===== src/rtl/olivia_imem_loader.sv =====
// Byte-stream program loader: length-prefixed stream packed big-endian into 32-bit
// instruction words. Define OLIVIA_LOADER_CSUM_EN to require a trailing XOR checksum byte.
module olivia_imem_loader #(
  parameter int unsigned DEPTH_WORDS = 16,
  parameter int unsigned ADDR_W      = 6
) (
  input  logic              CLK,
  input  logic              RST,
  input  logic              byte_valid,
  input  logic [7:0]        byte_data,
  output logic              byte_ready,
  input  logic              reload,
  output logic              im_we,
  output logic [ADDR_W-1:0] im_addr,
  output logic [31:0]       im_wdata,
  output logic              cpu_rst,
  output logic              done,
  output logic              err,
  output logic [2:0]        dbg_state
);

  localparam int unsigned IDX_W = $clog2(DEPTH_WORDS + 1);

  // Handshake: a byte moves on a CLK edge where byte_valid and byte_ready are both 1;
  // the source must hold byte_data stable while byte_valid=1 and byte_ready=0.
  typedef enum logic [2:0] {
    S_LEN   = 3'd0,
    S_DATA  = 3'd1,
    S_WRITE = 3'd2,
`ifdef OLIVIA_LOADER_CSUM_EN
    S_CSUM  = 3'd3,
`endif
    S_DONE  = 3'd4,
    S_ERR   = 3'd5
  } state_t;

  state_t             state_q, state_d;
  logic [IDX_W-1:0]   idx_q, idx_d, len_q, len_d;
  logic [IDX_W-1:0]   idx_nxt;
  logic [1:0]         bcnt_q, bcnt_d;
  logic [23:0]        word_q, word_d;
  logic               byte_ready_q, byte_ready_d;
  logic               im_we_q, im_we_d;
  logic [ADDR_W-1:0]  im_addr_q, im_addr_d;
  logic [31:0]        im_wdata_q, im_wdata_d;
  logic               cpu_rst_q, cpu_rst_d;
  logic               done_q, done_d;
  logic               err_q, err_d;
  logic               fire;
`ifdef OLIVIA_LOADER_CSUM_EN
  logic [7:0]         csum_q, csum_d;
`endif

  assign fire    = byte_valid & byte_ready_q;
  assign idx_nxt = idx_q + IDX_W'(1);

  always_comb begin
    state_d    = state_q;
    idx_d      = idx_q;
    len_d      = len_q;
    bcnt_d     = bcnt_q;
    word_d     = word_q;
    im_addr_d  = im_addr_q;
    im_wdata_d = im_wdata_q;
`ifdef OLIVIA_LOADER_CSUM_EN
    csum_d     = csum_q;
`endif
    case (state_q)
      S_LEN: begin
        if (fire) begin
          if (byte_data != 8'd0 && 32'(byte_data) <= DEPTH_WORDS) begin
            state_d = S_DATA;
            len_d   = IDX_W'(byte_data);
            idx_d   = '0;
            bcnt_d  = 2'd0;
`ifdef OLIVIA_LOADER_CSUM_EN
            csum_d  = 8'd0;
`endif
          end else begin
            state_d = S_ERR;
          end
        end
      end
      S_DATA: begin
        if (fire) begin
          word_d = {word_q[15:0], byte_data};
          bcnt_d = bcnt_q + 2'd1;
`ifdef OLIVIA_LOADER_CSUM_EN
          csum_d = csum_q ^ byte_data;
`endif
          // The fourth byte completes the word; present it on the write port next cycle.
          if (bcnt_q == 2'd3) begin
            state_d    = S_WRITE;
            im_wdata_d = {word_q, byte_data};
            im_addr_d  = ADDR_W'({idx_q, 2'b00});
          end
        end
      end
      S_WRITE: begin
        idx_d = idx_nxt;
        if (idx_nxt == len_q) begin
`ifdef OLIVIA_LOADER_CSUM_EN
          state_d = S_CSUM;
`else
          state_d = S_DONE;
`endif
        end else begin
          state_d = S_DATA;
        end
      end
`ifdef OLIVIA_LOADER_CSUM_EN
      S_CSUM: begin
        if (fire) state_d = (byte_data == csum_q) ? S_DONE : S_ERR;
      end
`endif
      S_DONE, S_ERR: begin
        if (reload) state_d = S_LEN;
      end
      default: state_d = S_ERR;
    endcase

    // Outputs are registered copies of what the next state implies.
`ifdef OLIVIA_LOADER_CSUM_EN
    byte_ready_d = (state_d == S_LEN) || (state_d == S_DATA) || (state_d == S_CSUM);
`else
    byte_ready_d = (state_d == S_LEN) || (state_d == S_DATA);
`endif
    im_we_d   = (state_d == S_WRITE);
    cpu_rst_d = (state_d != S_DONE);
    done_d    = (state_d == S_DONE);
    err_d     = (state_d == S_ERR);
  end

  always_ff @(posedge CLK) begin
    if (!RST) begin
      state_q      <= S_LEN;
      idx_q        <= '0;
      len_q        <= '0;
      bcnt_q       <= 2'd0;
      word_q       <= 24'd0;
      byte_ready_q <= 1'b0;
      im_we_q      <= 1'b0;
      im_addr_q    <= '0;
      im_wdata_q   <= 32'd0;
      cpu_rst_q    <= 1'b1;
      done_q       <= 1'b0;
      err_q        <= 1'b0;
`ifdef OLIVIA_LOADER_CSUM_EN
      csum_q       <= 8'd0;
`endif
    end else begin
      state_q      <= state_d;
      idx_q        <= idx_d;
      len_q        <= len_d;
      bcnt_q       <= bcnt_d;
      word_q       <= word_d;
      byte_ready_q <= byte_ready_d;
      im_we_q      <= im_we_d;
      im_addr_q    <= im_addr_d;
      im_wdata_q   <= im_wdata_d;
      cpu_rst_q    <= cpu_rst_d;
      done_q       <= done_d;
      err_q        <= err_d;
`ifdef OLIVIA_LOADER_CSUM_EN
      csum_q       <= csum_d;
`endif
    end
  end

  assign byte_ready = byte_ready_q;
  assign im_we      = im_we_q;
  assign im_addr    = im_addr_q;
  assign im_wdata   = im_wdata_q;
  assign cpu_rst    = cpu_rst_q;
  assign done       = done_q;
  assign err        = err_q;
  assign dbg_state  = state_q;

endmodule


===== config.mk =====
export PLATFORM = sky130hd
export DESIGN_NAME = olivia_imem_loader
export DESIGN_NICKNAME = d
export VERILOG_FILES = /design/src/rtl/olivia_imem_loader.sv
export SDC_FILE = /design/constraint.sdc
export NUM_CORES = 1
export LEC_CHECK = 0
export ABC_AREA = 1
export CORE_AREA = 2 2 96 75
export CTS_CLUSTER_DIAMETER = 150
export DETAILED_ROUTE_END_ITERATION = 7
export DIE_AREA = 0 0 98 77
export GPL_TIMING_DRIVEN = 0
export PLACE_DENSITY = 0.73
export SLEW_MARGIN = 20
export SYNTH_ARGS = -nofsm -noshare
export SYNTH_HDL_FRONTEND = slang
export SYNTH_SLANG_ARGS = --single-unit

===== constraint.sdc =====
create_clock -name CLK -period 1.45 [get_ports CLK]
set_clock_uncertainty 0.1 [all_clocks]
set_input_delay 0.145 -clock CLK [delete_from_list [all_inputs] [get_ports CLK]]
set_output_delay 0.145 -clock CLK [all_outputs]
set_load 0.005 [all_outputs]

==> key figures, run 1 <==
Status
  – Status: complete, but fails checks
  – Failing checks: setup timing

STA
  – Final hold vios: 0
  – Post-route clock period utilization: 113%
  – Endpoints failing setup: 41
  – Final min period: around 1600 ps
  – Post-route setup slack: -195 ps
  – Maximum clock frequency: 608 MHz
  – Pins Over Slew Limit: 0
  – RSZ-0062 raised after global routing: true

Critical path
  – Cell Chain, Critical Path: ha_4, nand3_1, nand2_2, nand2_2, nand2_1, nand2_1, nand3_2, nand2_2, nand2_2, nor2_2, nand2_2
  – Most Frequent Cell on Critical Path: nand2_2
  – Worst path required time: 1600 ps
  – Crit Path Category: flop to flop
  – CP arrival: 1790 ps
  – Setup crit end kind: flop
  – Max FO, Critical Path: 4
  – Startpoint class of the critical path: flop
  – Max incr delay on CP: 360 ps
  – Critical Path Slowest Stage Cell: dfxtp_4

Placed design
  – DP HPWL: 5030 microns
  – Global placer's final weighted congestion: 0.874
  – I/O Buffers: 55
  – Setup WS pre-CTS: -417 ps

Drt
  – Via density: about 5.3
  – Pre-antenna DRT Iters: 5
  – DRT iter0 DRCs: 186
  – Wire length per cell: 15.6 microns
  – Post-DRT Antenna Nets: 0
  – Via count: 2824
  – Total Wirelength: 8300 microns
  – DRC Markers: 0

CTS
  – Clk Latency, worst-skew pair: 360 ps
  – Worst-path clk slew: 90 ps
  – H-tree levels: 3
  – Clock Path Buffers: 2
  – Cts hold-fix bufs: 0
  – Clock Sinks: 80
  – TritonCTS Buffers: 9
  – CTS tree: done
  – Root Driver: clkbuf_8

Power
  – Clk network pwr share: between 30 and 40%
  – Net Sw Frac: 24.6%
  – Psw: 1.02 mW
  – Pleak: ~2.3 nW
  – PwrDens: roughly 940 nW/um^2
  – Sequential share of power: 53.9%
  – Peak VDD IR: 0.534 mV
  – Total Power: 4.17 mW
  – Comb power frac: 7.2%
  – P_int: 3.14 mW

Final layout
  – ANT cells: 0
  – FF+latch area: approximately 1700 sq um
  – Fin nets: around 460
  – Final Util: 67.3%
  – Share of post-route cells with drive strength above 1: 33.0%
  – Area grow syn2layout: 49.2%
  – Fill cells: 515
  – Multi-input logic area: 1330 sq um
  – Commonest cells after routing, fill and taps aside: 44 x nand2_1, 44 x dfxtp_1, 35 x a21oi_1

Logic synthesis
  – Post-Synthesis Cell Area: ~3000 sq um
  – Yosys top cell area share: around 54%
  – Synth top area cells: dfxtp_1 54%, nand2_1 6.9%, o21ai_0 6.4%
  – Post-synth cell types: 29
  – Synthesis Warnings: 0
  – Post-synthesis cell count: 356
  – Syn avg cell area: between 8 and 9 sq um
  – Leading area contributor after synthesis: dfxtp_1
  – Fraction of the yosys area taken by sequential cells: 53.8%
  – Seq cells post-synth: 80

Die
  – Starting density of the core: 45.1%
  – Die area: 7550 sq um
  – Core region area: 6600 sq um
  – Die span in y: 77 microns
  – Num rows: 26
  – Die width: 98 microns
  – I/O pins: 58

GRT
  – Largest net degree at the start of global routing: 14
  – First-pass GRT wire length: 12500 microns
  – Number of global-route vias before repair: approximately 2500
  – GRT Total Usage: 20.8%
  – GRT overflow: 0
  – Initial antenna violation count: 0

Worst hold path
  – Hold WC Path Type: input port to flop

Run
  – Maxcap violations: 0
-- final timing paths --
check	startpoint	end	slack, ps	cells past startpoint
worst max-delay path	idx_q[0]$_SDFFE_PN0P_	cpu_rst$_SDFF_PN1_	-190	11
worst min-delay path	byte_data[7]	im_wdata[7]$_SDFFE_PN0P_	300	3
worst min register to register	im_wdata[20]$_SDFFE_PN0P_	im_wdata[20]$_SDFFE_PN0P_	350	2
worst max register to register	idx_q[0]$_SDFFE_PN0P_	cpu_rst$_SDFF_PN1_	-190	11
-- registers in the layout, summed over array words and instances, names as in the netlist --
register and flops:
bcnt_q 2, word_q 24, err 1, im_we 1, byte_ready 1, im_wdata 32
dbg_state 3, len_q 5, im_addr 4, done 1, cpu_rst 1, idx_q 5
-- layer usage --
layer / vias to the layer above / part of all wire [%] / global-route usage [%]
met5: - / 0 / 0
met4: 0 / 1.9 / 6.11
li1: 1346 / - / -
met3: 20 / 7.4 / 6.47
met1: 1330 / 45 / 29.0
met2: 128 / 45 / 30.9
-- per-stage QoR --
stage               cells  cell area [sq um]  hold slack [ps]  setup TNS, ps
floorplan             357               2990              183              0
global placement      496               3650              344         -23650
detailed placement    496               3650              347         -24800
CTS                   526               4130              267           -815
global route          532               4440              291          -4340
finish                532               4440              299          -2340
-- power by group through the flow --
stage	registers (mW)	logic [mW]	clock network, mW
6_report	2.25	0.300	1.62
3_5_place_dp	2.30	0.233	0
3_3_place_gp	2.30	0.231	0
5_1_grt	2.25	0.324	1.71
4_1_cts	2.25	0.267	1.63
2_1_floorplan	2.30	0.135	0
-- timing repair --
action	in CTS	in global routing
buffers inserted	11	5
pin swaps	12	19
cloned	3	1
gates resized for setup	79	93
endpoints found under the setup margin	82	96
-- cell usage after synthesis (all sizes together) --
master and n:
nand3b 3, conb 1, xnor2 1, dfxtp 80, xor2 1, nor3 1, nand2 59, inv 41
nand3 16, a21oi 35, buf 13, clkbuf 6, nand4 5, o21ai 58, nor2 24, ha 2
a22o 10
-- layout make-up --
cell class                      instances  area share [%]
Sequential cell                        80            37.2
Multi-Input combinational cell        217            29.9
Timing Repair Buffer                   75            18.9
Inverter                               41            3.75
Buffer                                 19            3.58
Clock buffer                           11            2.96
Tap cell                               84            2.37
Clock inverter                          5            1.30
-- worst max-delay path: cells and delay by family (launching register included) --
family                     cells  cell delay, ps
adders and majority gates      1             180
DFF                            1             360
and+or+nand+nor               10             890
-- cell families (layout without fill, tap and decap cells) --
logic type	after synthesis	in the layout	synth area share (%)
compound gates	103	103	18.6
simple gates	108	108	16.9
xor+xnor	2	2	0.589
buf+inv	60	151	9.12
fa+ha+maj	2	2	0.841
other cells	1	2	0.126
flops	80	80	53.8
Note: power is estimated with default switching activity, not from simulation.
==> inputs of run 2 (changes only) <==
Settings changed: HOLD_SLACK_MARGIN set to 0.03, SETUP_SLACK_MARGIN set to 0.3.
==> run 2 against run 1 <==
  * The flow still finishes with violations (setup timing)
  * Utilization is 5.8 points higher
  * Power is 4.4% higher
  * Setup slack improved by 54 ps
  * Combinational power up 34%
  * Critical path type unchanged
==> key figures, run 2 (synthesis results as in run 1) <==
CTS
  – CTS tree: done
  – Clk Latency, worst-skew pair: 360 ps (about the same)
  – H-tree levels: 3 (unchanged)
  – Clock Sinks: 80 (unchanged)
  – TritonCTS Buffers: 9 (unchanged)
  – Root Driver: clkbuf_8
  – Worst-path clk slew: 90 ps (about the same)
  – Cts hold-fix bufs: 0 (unchanged)
  – Clock Path Buffers: 2 (unchanged)

Die
  – Core region area: 6600 sq um (unchanged)
  – Num rows: 26 (unchanged)
  – Starting density of the core: 45.1% (unchanged)
  – Die span in y: 77 microns (unchanged)
  – Die width: 98 microns (unchanged)
  – Die area: 7550 sq um (unchanged)
  – I/O pins: 58 (unchanged)

Status
  – Status: complete, but fails checks
  – Failing checks: setup timing

Power
  – Sequential share of power: 51.9% (-2.0 points)
  – Net Sw Frac: 26.1% (+1.5 points)
  – PwrDens: 902 nW/um^2 (-3.9%)
  – P_int: 3.21 mW (+2.2%)
  – Psw: 1.14 mW (+11%)
  – Pleak: 2.02 nW (-13%)
  – Comb power frac: 9.3% (+2.1 points)
  – Peak VDD IR: 0.944 mV (+77%)
  – Clk network pwr share: 38.8% (about the same)

Placed design
  – DP HPWL: 5050 microns (+0.39%)
  – I/O Buffers: 55 (unchanged)
  – Placed Instances: 496 (unchanged)
  – Global placer's final weighted congestion: 0.805 (-7.9%)

Final layout
  – Most common cell after layout, fill and taps aside: o21ai_2
  – Final Non-Filler Cells: 562 (+5.6%)
  – Max reg flops: 32 (unchanged)
  – ANT cells: 0 (unchanged)
  – Area grow syn2layout: 62.1%
  – Commonest cells after routing, fill and taps aside: 47 x o21ai_2, 43 x dfxtp_2, 40 x nand2_1
  – Share of post-route cells with drive strength above 1: 60.3% (+27 points)
  – Final Util: 73.1% (+5.8 points)
  – Fill cells: 433 (-16%)
  – Fin nets: 487 (+6.6%)

Critical path
  – CP arrival: 1750 ps (-40 ps)
  – Max incr delay on CP: 370 ps (about the same)
  – Critical Path Slowest Stage Cell: dfxtp_2
  – Cell count along the critical path: 12 (+1)
  – Cell Chain, Critical Path: ha_4, inv_2, nand2_2, nand2_1, nand2_1, nand2_2, nor2_4, nand3_2, nand2_2, nand2_2, nor2_2, nand2_1
  – Reg2reg setup slack: -140 ps (+50 ps)
  – Worst reg2reg endpoint: cpu_rst$_SDFF_PN1_
  – Worst path required time: 1610 ps (about the same)
  – Buf/Inv on CP: 1 (+1)
  – Max FO, Critical Path: 4 (unchanged)
  – Setup crit start: idx_q[0]$_SDFFE_PN0P_
  – Startpoint class of the critical path: flop
  – Setup crit end kind: flop
  – Most Frequent Cell on Critical Path: nand2_2
  – Crit Path Category: flop to flop
  – Worst r2r src: idx_q[0]$_SDFFE_PN0P_
  – FF-to-FF path depth: 12 (+1)
  – CP delay by family, top: simple AND/OR/NAND/NOR gates

Worst hold path
  – Worst Min Path Start: byte_data[7]
  – Hold WC Path Type: input port to flop
  – Hold path cells: 3 (unchanged)
  – Hold path endpoint: im_wdata[7]$_SDFFE_PN0P_

STA
  – Endpoints failing setup: 47 (+15%)
  – Measured slew at the worst slew-check pin: ~800 ps
  – Post-route clock period utilization: 110% (-3.7 points)
  – Pins Over Slew Limit: 0 (unchanged)
  – Worst rel slew slack: 47.9%
  – Final hold vios: 0 (unchanged)
  – Post-route setup slack: -140 ps (+54.3 ps)
  – Maximum clock frequency: 629 MHz (+3.4%)
  – RSZ-0062 raised after global routing: true
  – Final min period: 1590 ps (-54.3 ps)

GRT
  – GRT Total Usage: 23.3% (+2.5 points)
  – Largest net degree at the start of global routing: 16 (+2)
  – M3 GR Usage: 6.84% (+0.36 points)
  – Number of global-route vias before repair: 2747 (+10%)
  – GR Util met1: 30.9% (+1.8 points)
  – Initial antenna violation count: 0 (unchanged)
  – Grt peak-use layer: met2
  – GRT overflow: 0 (unchanged)
  – First-pass GRT wire length: 13700 microns (+9.9%)
  – Met2 usage: 36.1% (+5.2 points)

Drt
  – DRC Markers: 0 (unchanged)
  – Post-DRT Antenna Nets: 0 (unchanged)
  – DRT iter0 DRCs: 155 (-17%)
  – Total Wirelength: 9690 microns (+17%)
  – Wire length per cell: 17.2 microns (+11%)
  – Pre-antenna DRT Iters: 4 (-1)
  – Via count: 3007 (+6.5%)
  – Via density: 5.35 (+0.80%)

Run
  – Maxcap violations: 0 (unchanged)
-- run 2: final cells by class --
class	instances	area, sq um	area share, %
flip-flops and latches	80	1660	34.5
multi-input cells	217	1580	32.8
repair buffers	103	866	17.9
plain buffers	19	218	4.51
inverters	41	179	3.71
clock buffers	9	124	2.57
well taps	84	105	2.18
clock inverters	7	76.3	1.58
repair inverters	2	13.8	0.285
-- run 2: how the worst max path moves through the flow --
stage                                  to  slack (ps)
finish                 cpu_rst$_SDFF_PN1_        -140
global placement    len_q[2]$_SDFFE_PN0P_        -400
floorplan              cpu_rst$_SDFF_PN1_          30
global route           cpu_rst$_SDFF_PN1_        -230
CTS                    cpu_rst$_SDFF_PN1_         -50
detailed placement  len_q[2]$_SDFFE_PN0P_        -460
-- run 2: metrics by stage --
| stage | total power, mW | cell area (sq um) | hold WS, ps | setup WS [ps] | TNS (ps) |
|---|---|---|---|---|---|
| finish | 4.35 | 4820 | 286 | -140 | -3580 |
| global route | 4.49 | 4820 | 293 | -229 | -4780 |
| CTS | 4.26 | 4680 | 293 | -47.5 | -233 |
| detailed placement | 2.55 | 3720 | 347 | -458 | -23100 |
| global placement | 2.55 | 3720 | 343 | -402 | -22040 |
| floorplan | 2.45 | 3070 | 181 | 29.0 | 0 |
-- run 2: power groups by stage --
stage          Clock, mW  Sequential, mW  Combinational [mW]
6_report            1.69            2.26               0.403
5_1_grt             1.80            2.26               0.428
4_1_cts             1.68            2.25               0.335
3_5_place_dp           0            2.30               0.249
3_3_place_gp           0            2.30               0.246
2_1_floorplan          0            2.30               0.149
-- run 2: tightest hold or removal path, stage by stage --
cell and delay, ps:
clkdlybuf4s50_1 410, inv_2 100, o21ai_2 60
-- run 2: timing repair --
action                     CTS  global route
buffers inserted            31             7
pin swaps                   21            18
setup endpoints to repair  123           118
gates resized for setup    258           118
gates cloned                12             0
-- run 2: routing by layer --
metal  wire length (microns)  up-vias
li1                        -     1416
met1                    4060     1431
met2                    4660      132
met3                     755       28
met4                     208        0
met5                       0        -
